**src/rtl/mux4_rr_arbiter.sv**
```systemverilog
// mux4_rr_arbiter: round-robin sequencer for a shared 4:1 data mux.
// Four level-held requesters (a..d) compete for one output. The owner keeps
// the grant while it requests. After HOLD_MAX cycles it yields to waiting
// requesters, so no requester can starve the others.
// Optional macro ARB_LOCK_EN adds a 'lock' input. While lock is high, the
// current owner cannot be preempted.
module mux4_rr_arbiter #(
    parameter int DATA_W   = 1,
    parameter int HOLD_MAX = 8
) (
    input  logic              clk,
    input  logic              rst_n,
    input  logic [3:0]        req,
`ifdef ARB_LOCK_EN
    input  logic              lock,
`endif
    input  logic [DATA_W-1:0] a,
    input  logic [DATA_W-1:0] b,
    input  logic [DATA_W-1:0] c,
    input  logic [DATA_W-1:0] d,
    output logic [3:0]        gnt,
    output logic [1:0]        sel,
    output logic              out_valid,
    output logic [DATA_W-1:0] data_out
);

    localparam int              CNT_W   = $clog2(HOLD_MAX);
    localparam logic [CNT_W-1:0] CNT_MAX = CNT_W'(HOLD_MAX - 1);

    typedef enum logic {
        ST_IDLE,
        ST_OWN
    } state_t;

    state_t           r_state;
    logic [1:0]       r_ptr;
    logic [CNT_W-1:0] r_cnt;
    logic [3:0]       r_gnt;
    logic [1:0]       r_sel;

    state_t           w_nextState;
    logic [1:0]       w_nextPtr;
    logic [CNT_W-1:0] w_nextCnt;
    logic [3:0]       w_nextGnt;
    logic [1:0]       w_nextSel;
    logic [3:0]       w_others;
    logic             w_timeout;
    logic             w_lockHold;

    // Returns the first set bit of vec, searching base+1, base+2, base+3, then base.
    function automatic logic [1:0] rrPick(input logic [1:0] base, input logic [3:0] vec);
        logic [1:0] idx;
        logic [1:0] win;
        logic       found;
        win   = base;
        found = 1'b0;
        for (int k = 1; k <= 4; k++) begin
            idx = base + 2'(k);
            if (!found && vec[idx]) begin
                win   = idx;
                found = 1'b1;
            end
        end
        return win;
    endfunction

`ifdef ARB_LOCK_EN
    assign w_lockHold = lock;
`else
    assign w_lockHold = 1'b0;
`endif

    // This mask holds the requesters other than the current pointer.
    // When the arbiter is in OWN, the pointer is the current owner.
    assign w_others  = req & ~(4'b0001 << r_ptr);
    assign w_timeout = (r_cnt == CNT_MAX);

    // State register: arbiter state, RR pointer, hold counter and the registered grant/select.
    always_ff @(posedge clk or negedge rst_n) begin
        if (!rst_n) begin
            r_state <= ST_IDLE;
            r_ptr   <= 2'd3;
            r_cnt   <= '0;
            r_gnt   <= 4'b0000;
            r_sel   <= 2'd0;
        end else begin
            r_state <= w_nextState;
            r_ptr   <= w_nextPtr;
            r_cnt   <= w_nextCnt;
            r_gnt   <= w_nextGnt;
            r_sel   <= w_nextSel;
        end
    end

    // Next-state logic. A release takes priority over a timeout, and a new owner is granted without an idle gap.
    always_comb begin
        w_nextState = r_state;
        w_nextPtr   = r_ptr;
        w_nextCnt   = r_cnt;
        case (r_state)
            ST_IDLE: begin
                if (req != 4'b0000) begin
                    w_nextState = ST_OWN;
                    w_nextPtr   = rrPick(r_ptr, req);
                    w_nextCnt   = '0;
                end
            end
            ST_OWN: begin
                if (!req[r_ptr]) begin
                    w_nextCnt = '0;
                    if (w_others != 4'b0000) begin
                        w_nextPtr = rrPick(r_ptr, w_others);
                    end else begin
                        w_nextState = ST_IDLE;
                    end
                end else if (w_timeout && (w_others != 4'b0000) && !w_lockHold) begin
                    w_nextPtr = rrPick(r_ptr, w_others);
                    w_nextCnt = '0;
                end else if (!w_timeout) begin
                    w_nextCnt = r_cnt + CNT_W'(1);
                end
            end
            default: begin
                w_nextState = ST_IDLE;
                w_nextCnt   = '0;
            end
        endcase
    end

    // Grant and select are computed here and then registered.
    // The outputs therefore switch cleanly at the clock edge.
    always_comb begin
        w_nextGnt = 4'b0000;
        w_nextSel = 2'd0;
        if (w_nextState == ST_OWN) begin
            w_nextGnt = 4'b0001 << w_nextPtr;
            w_nextSel = w_nextPtr;
        end
    end

    // Output logic: the valid flag follows the grant, and the mux drives zero when there is no owner.
    always_comb begin
        out_valid = |r_gnt;
        data_out  = '0;
        if (out_valid) begin
            case (r_sel)
                2'd0:    data_out = a;
                2'd1:    data_out = b;
                2'd2:    data_out = c;
                default: data_out = d;
            endcase
        end
    end

    assign gnt = r_gnt;
    assign sel = r_sel;

endmodule

```
**config.mk**
```make
export PLATFORM = sky130hd
export DESIGN_NAME = mux4_rr_arbiter
export DESIGN_NICKNAME = d
export VERILOG_FILES = /design/src/rtl/mux4_rr_arbiter.sv
export SDC_FILE = /design/constraint.sdc
export NUM_CORES = 1
export LEC_CHECK = 0
export BUFFER_PORTS_ARGS = -buffer_cell sky130_fd_sc_hd__buf_2
export CORE_MARGIN = 2
export CORE_UTILIZATION = 45
export CTS_BUF_LIST = sky130_fd_sc_hd__clkbuf_4 sky130_fd_sc_hd__clkbuf_8
export CTS_CLUSTER_SIZE = 16
export DETAILED_ROUTE_END_ITERATION = 12
export PLACE_DENSITY = 0.66
export SYNTH_ARGS = -nofsm -noshare
export SYNTH_HDL_FRONTEND = slang
export SYNTH_SLANG_ARGS = --single-unit
export TNS_END_PERCENT = 10
```
**constraint.sdc**
```tcl
create_clock -name clk -period 3.9 [get_ports clk]
set_input_delay 0.585 -clock clk [delete_from_list [all_inputs] [get_ports clk]]
set_output_delay 0.585 -clock clk [all_outputs]
set_load 0.02 [all_outputs]
```
* Yosys cells after proc, flatten, opt, wreduce, memory -nomap -nowiden
Cells that the tools add are included.
** Storage, ports and cells
- Latch bits :: 0
- Bits in read-only memories :: 0
- Memories kept :: 0
- Register bits :: 12
- Logic and storage cells :: 124
- RAM bits :: 0
** Cells by class
- Mux-type cells :: 77
- $lt $le $gt $ge :: 4
- Reduce and logical (&&, ||, !) cells :: 24
- Divide/modulo/power cells :: 0
- Shift-type cells :: 2
- Bitwise logic cells :: 3
- Eq/ne operators :: 5
- Multipliers :: 0
- Add/sub/neg operators :: 4
** Operators with widths (number)
- $mux 1 :: 44
- $mux 2 :: 16
- $bmux 1 s2 :: 8
- $lt 2x3->1 const B :: 4
- $mux 3 :: 4
- $logic_and 1x1->1 :: 10
- $logic_not 1->1 :: 9
- $reduce_bool 4->1 :: 2
- $shl 1x2->4 const A :: 2
- $pmux 3 s2 :: 1
- $add 2x2->2 const B :: 2
- $and 4x4->4 :: 1
- $mux 4 :: 1
- $ne 4x3->1 const B :: 1
- $not 4->4 :: 1
- $pmux 2 s2 :: 1
- $reduce_or 4->1 :: 1
- $add 3x1->3 const B :: 1
- $eq 3x3->1 const B :: 1
- $pmux 1 s3 :: 1
- $add 2x1->2 const B :: 1
- $eq 2x1->1 const B :: 1
- $eq 2x2->1 const B :: 1
- $logic_not 2->1 :: 1
- other kinds (4) :: 4

* Longest topological paths before layout
Gate-level depths: netlist of the first run.
- Depth in word-level cells :: 29
- Mapped depth :: 11

* Worst setup path before layout of the first run
Ideal clock, no wire load.
- Kind :: flip-flop to flip-flop
- Start :: reg r_ptr[0]
- End :: reg r_gnt[2] (netlist: gnt[2])
- Clock period less this slack :: 2.917 ns
- Arrival time :: 2.837 ns
- Buffers on the path :: 3
- Stages on the path, launching flop included :: 12
- Data required time :: 3.820 ns
- Setup time :: 0.080 ns
- Path slack :: 0.983 ns
- Cells stage by stage :: dfstp_2 -> buf_6 -> buf_2 -> inv_1 -> ha_1 -> buf_2 -> mux4_1 -> nand2b_1 -> a22oi_1 -> o221a_2 -> a311oi_4 -> nor3b_2
** On the way
- Cells in the longest elaborated chain, start to end :: 29
** RTL lines
- start: declaration :: line 36 : logic [1:0] r_ptr;
- start signal: assignment :: line 88 : r_ptr <= w_nextPtr;
- branches (longest 26 deep; another with $add 2x1->2)
- $pmux 2 s2 (*) :: line 100 : case (r_state)
- via w_nextPtr[1] :: line 42 : logic [1:0] w_nextPtr;
- $shl 1x2->4 (*) :: line 136 : w_nextGnt = 4'b0001 << w_nextPtr;
- $mux 4 (*) :: line 135 : if (w_nextState == ST_OWN) begin
- via w_nextGnt[2] :: line 44 : logic [3:0] w_nextGnt;
- end signal: assignment :: line 90 : r_gnt <= w_nextGnt;
- end: declaration :: line 38 : logic [3:0] r_gnt;
Mark *: on every way through the listed nets, which the timed path passes. The select of a mux whose other input is x is not followed.
A chain may end at the register's enable or synchronous reset.

* Worst setup path after layout of the first run
- Start :: reg r_ptr[0]
- End :: reg r_gnt[1] (netlist: gnt[1])
Same word-level chain as after synthesis.

==> results of run 1 <==
[through the flow]
step	instance area, um2	setup slack (ns)	hold slack [ns]	utilization (%)	instances
6_report	1250	0.632	0.183	51.0	166
4_1_cts	1250	0.628	0.184	51.0	166
2_1_floorplan	1160	0.983	0.289	-	125
5_1_grt	1250	0.453	0.186	51.0	166
3_5_place_dp	1220	0.660	0.466	49.7	162
3_3_place_gp	1220	0.793	0.466	49.7	162
[flip-flops by register name, summed over array words and instances, names as in the netlist]
signal / flops
sel: 2
gnt: 4
r_state: 1
r_cnt: 3
r_ptr: 2
[worst max-delay path: stages, from the launching register on]
cell	delay (ns)
dfstp_2	0.82
inv_1	0.19
ha_1	0.53
mux4_1	0.60
nand2b_1	0.14
a21oi_1	0.10
a311oi_1	0.47
a31oi_4	0.09
nor3b_1	0.18
[path summary, 6_finish.rpt]
| path | start | to | cells past startpoint |
|---|---|---|---|
| worst min-delay path | rst_n | r_state$_DFF_PN0_ | 1 |
| worst max register to register | r_ptr[0]$_DFF_PN1_ | gnt[1]$_DFF_PN0_ | 8 |
| worst max-delay path | r_ptr[0]$_DFF_PN1_ | gnt[1]$_DFF_PN0_ | 8 |
| worst min register to register | r_cnt[2]$_DFFE_PN0P_ | r_cnt[2]$_DFFE_PN0P_ | 2 |
| max in group asynchronous | rst_n | r_ptr[0]$_DFF_PN1_ | 1 |
| min in group clk | r_cnt[2]$_DFFE_PN0P_ | r_cnt[2]$_DFFE_PN0P_ | 2 |
[Yosys cell counts, drive strengths merged, types with 2 or more instances]
library cell	instances	area [um2]
dfrtp	10	250
nor2b	2	12.5
a22oi	2	15.0
a31oi	3	33.8
nand2	7	28.8
clkbuf	3	12.5
a311oi	2	35.0
nor4	3	18.8
nand4	2	12.5
dfstp	2	52.6
nor3b	3	27.5
nand2b	7	46.3
or3	3	23.8
and2	3	18.8
mux2i	5	50.1
o22ai	2	12.5
or4	2	15.0
nor3	2	10.0
nor2	7	26.3
o21ai	7	35.0
nand3	4	20.0
inv	6	22.5
mux4	4	93.8
ha	6	75.1
a21oi	4	20.0
and2b	3	22.5
buf	7	47.5
[per-layer routing]
layer	vias up	part of all wire, %	GRT usage (%)
met2	29	49	30.0
li1	485	-	-
met4	0	0.76	5.42
met3	2	5.4	1.64
met5	-	0	0
met1	460	45	20.9
[area by class of cell]
class                   instances  area [um2]
clock buffers                   4        30.0
fillers                       241        1200
inverters                       6        22.5
multi-input cells              97         773
flip-flops and latches         12         303
well taps                      30        37.5
repair buffers                 17        85.1
[cell families (layout without fill, tap and decap cells)]
kind of cell / Yosys count / after routing / share of synthesized area, %
and+or+nand+nor: 55 / 55 / 29.3
DFF: 12 / 12 / 26.1
adders and majority gates: 6 / 6 / 6.48
muxes: 10 / 10 / 13.4
buffers and inverters: 16 / 27 / 7.13
AOI/OAI and AO/OA: 26 / 26 / 17.6
[power breakdown]
group	switching (uW)	total [uW]	internal, uW
clock	33.9	80.3	46.4
sequential	93.0	283	190
combinational	368	702	334
==> impl_metrics.yaml, run 1 <==
die:
  core_area_mm2: 0.00245
  rows: 18
  ios: 18
  die_h_um: 54.7
  die_w_um: 54.7
  fp.dieArea_mm2: 0.00300
  initial_core_util_pct: 47.2
power_and_ir_drop:
  p_leak_uw: 0.000542
  p_per_area_mw_per_mm2: 851
  p_total_uw: 1070
  vdd_drop_max_v: 0.000540
yosys:
  syn_nets: 141
  synth_edf_count: 0
  syn_inst: 125
  ys_warn_count: 0
  ys_seq_area_share_pct: 26.1
  synthesis.area_mm2: 0.00116
  ys.flop_type: "dfrtp_1"
  ys_types: 50
  avgSynthCellArea_um2: 9.27
  synthArstFlopShare_pct: 100
  ys_ff_latch: 12
clocking:
  ctsLongestPathBuffers: 2
  tritoncts: "yes"
  cts-buffers-inserted: 3
  clock-sinks: 12
  cts_resized: 0
  postCtsHoldBufs: 0
  htreeDepth: 1
  postCtsSetupBuffers: 0
  clk_pin_slew_ns: 0.07
  cts_root_buf: "clkbuf_4"
  clk_latency_ns: 0.26
timing:
  worstMarginPinSlew_ns: 0.621
  clock.fmax_mhz: 306
  hold_viol: 0
  relSlewSlack_pct: 58.5
  fin_crit_sh_pct: 83.8
  rsz0062_at_grt: "no"
  report.final.slew_viol_count: 0
  finalSetupTns_ns: 0
  setup_viol: 0
  finalClockSkew_ns: 0.00207
  period_minus_slack_ns: 3.27
global_route:
  grt_max_degree: 29
  grt_pass1_wl_um: 3680
  grt_usage_pct: 16.8
  grt_pass1_vias: 845
  antenna_found_initial: 0
  grt_overflow: 0
critical_path:
  critical_path_class: "register to register"
  cp-end-kind: "register"
  critPathLaunchType: "register"
  regToRegSetupSlack_ns: 0.63
  cp_data_required_time_ns: 4.01
  critPathArrivalTime_ns: 3.38
  path_max_fanout: 28
drt:
  detail_route.first_pass.iterations: 4
  drc: 0
  routed_wl_um: 2230
  vias: 976
  routedWlPerCell_um: 13.4
  antenna_left: 0
  vias_per_cell: 5.88
  drt_iter0_drc: 27
place:
  hpwl_um: 1710
  io_buffers: 17
  gp_congestion: 0.821
cells_and_area:
  nNetsFinal: 153
  drive_gt1_share_pct: 26.5
  layout.cells.most_common: "buf_2"
  layout_common_cells: "buf_2, dfrtp_1, nor2_1, o21ai_0"
  diodes: 0
  area_growth_syn_to_layout_pct: 7.99
min_path:
  hp-class: "primary input to asynchronous set/reset pin"
status:
  status: "complete, no violations"
run:
  maxCapViolCount: 0
Note: power is estimated with default switching activity, not from simulation.
==> inputs of run 2 (changes only) <==
Settings changed: PLACE_DENSITY 0.66 to 0.68.
Clock period 3.9 ns to 2.9 ns, I/O delays scaled along.
==> run 2 against run 1 <==
Against the previous run: sequential share of layout area is 0.95 points lower; power is 43% higher; wire length grew 5.2%; critical endpoint is now gnt[2]$_DFF_PN0_.
==> impl_metrics.yaml, run 2 (synthesis results as in run 1) <==
status:
  status: "complete, no violations"
die:
  core_area_mm2: 0.00245
  die_w_um: 54.7
  die_h_um: 54.7
  ios: 18
  rows: 18
  fp.dieArea_mm2: 0.00300
  initial_core_util_pct: 47.2
timing:
  hold_viol: 0
  relSlewSlack_pct: 61.6
  worstMarginPinSlew_ns: 0.571
  hold_ws_ns: 0.0283
  finalClockSkew_ns: 0.00107
  report.final.slew_viol_count: 0
  period_minus_slack_ns: 2.66
  setup_viol: 0
  finalSetupTns_ns: 0
  clock.fmax_mhz: 376
  rsz0062_at_grt: "no"
  fin_crit_sh_pct: 91.7
power_and_ir_drop:
  p_leak_uw: 0.000574
  vdd_drop_max_v: 0.000633
  p_per_area_mw_per_mm2: 1170
clocking:
  clk_pin_slew_ns: 0.07
  clk_latency_ns: 0.26
  tritoncts: "yes"
  ctsLongestPathBuffers: 2
  postCtsSetupBuffers: 0
  cts-buffers-inserted: 3
  cts_root_buf: "clkbuf_4"
  htreeDepth: 1
  cts_resized: 0
  clock-sinks: 12
  postCtsHoldBufs: 0
critical_path:
  critPathLaunchType: "register"
  crit_chain: "inv_1, ha_1, mux4_1, nand2b_1, a22oi_1, o221a_2, a311oi_4, nor3b_2"
  timing.rr.end: "gnt[2]$_DFF_PN0_"
  cp.buffers_inverters: 1
  critPathArrivalTime_ns: 2.85
  cp-end-kind: "register"
  critical_path_class: "register to register"
  crit_start: "r_ptr[1]$_DFF_PN1_"
  cpMaxStageDelayCell: "mux4_1"
  worstRegToRegCells: 8
  regToRegSetupSlack_ns: 0.24
  path_max_fanout: 7
  r2r-start: "r_ptr[1]$_DFF_PN1_"
  cpLargestDelayFamily: "compound AO/OA/AOI/OAI gates"
  cp_data_required_time_ns: 3.09
  critPathMaxStageDelay_ns: 0.57
drt:
  drc: 0
  routedWlPerCell_um: 13.7
  detail_route.first_pass.iterations: 4
  antenna_left: 0
  drt_iter0_drc: 15
  vias: 990
  routed_wl_um: 2350
  vias_per_cell: 5.76
min_path:
  hp-class: "primary input to asynchronous set/reset pin"
global_route:
  grt_pass1_vias: 892
  antenna_found_initial: 0
  grt_pass1_wl_um: 3870
  grt_usage_pct: 18.0
  grt_max_degree: 28
  grt_overflow: 0
cells_and_area:
  drive_gt1_share_pct: 29.6
  layout_common_cells: "buf_2, dfrtp_1, nor2_1, o21ai_0"
  diodes: 0
  layout.cells.most_common: "buf_2"
  nNetsFinal: 159
  finalInstanceArea_mm2: 0.00130
  largest_register_ffs: 4
  area_growth_syn_to_layout_pct: 12.4
place:
  io_buffers: 17
  dpl-instance-area_mm2: 0.00127
  hpwl_um: 1820
  gp_congestion: 0.878
run:
  maxCapViolCount: 0
## run 2: stage by stage
stage | utilization, % | std cells | setup slack (ns) | total power [uW]
6_report | 53.1 | 172 | 0.240 | 1520
3_3_place_gp | 51.6 | 168 | 0.325 | 1370
2_1_floorplan | - | 125 | 0.0234 | 1170
5_1_grt | 53.1 | 172 | 0.0662 | 1670
4_1_cts | 53.1 | 172 | 0.240 | 1530
3_5_place_dp | 51.6 | 168 | 0.257 | 1390
## run 2: routing by layer
| layer | vias up | GRT usage, % | part of all wire (%) |
|---|---|---|---|
| li1 | 502 | - | - |
| met2 | 17 | 30.8 | 50 |
| met1 | 471 | 23.0 | 47 |
| met5 | - | 0 | 0 |
| met4 | 0 | 6.25 | 0 |
| met3 | 0 | 2.46 | 2.9 |
## run 2: layout make-up
type	count	area, um2
clock buffers	4	36.3
fillers	237	1150
inverters	6	22.5
multi-input cells	97	773
flip-flops and latches	12	303
well taps	30	37.5
repair buffers	23	130
## run 2: power breakdown
group	switching (uW)	internal, uW
registers	44.5	253
logic	591	506
clock network	51.1	76.2
total	686	835
## run 2: worst reg2reg max path: stages, from the launching register on
cell      delay, ns
dfstp_2        0.54
inv_1          0.06
ha_1           0.39
mux4_1         0.57
nand2b_1       0.12
a22oi_1        0.10
o221a_2        0.29
a311oi_4       0.28
nor3b_2        0.23
## run 2: how the worst max path moves through the flow
| stage | endpoint | slack, ns | depth (start not counted) |
|---|---|---|---|
| floorplan | gnt[2]$_DFF_PN0_ | 0.02 | 11 |
| global placement | gnt[2]$_DFF_PN0_ | 0.33 | 7 |
| detailed placement | gnt[2]$_DFF_PN0_ | 0.26 | 8 |
| CTS | gnt[2]$_DFF_PN0_ | 0.24 | 8 |
| global route | gnt[2]$_DFF_PN0_ | 0.07 | 8 |
| finish | gnt[2]$_DFF_PN0_ | 0.24 | 8 |
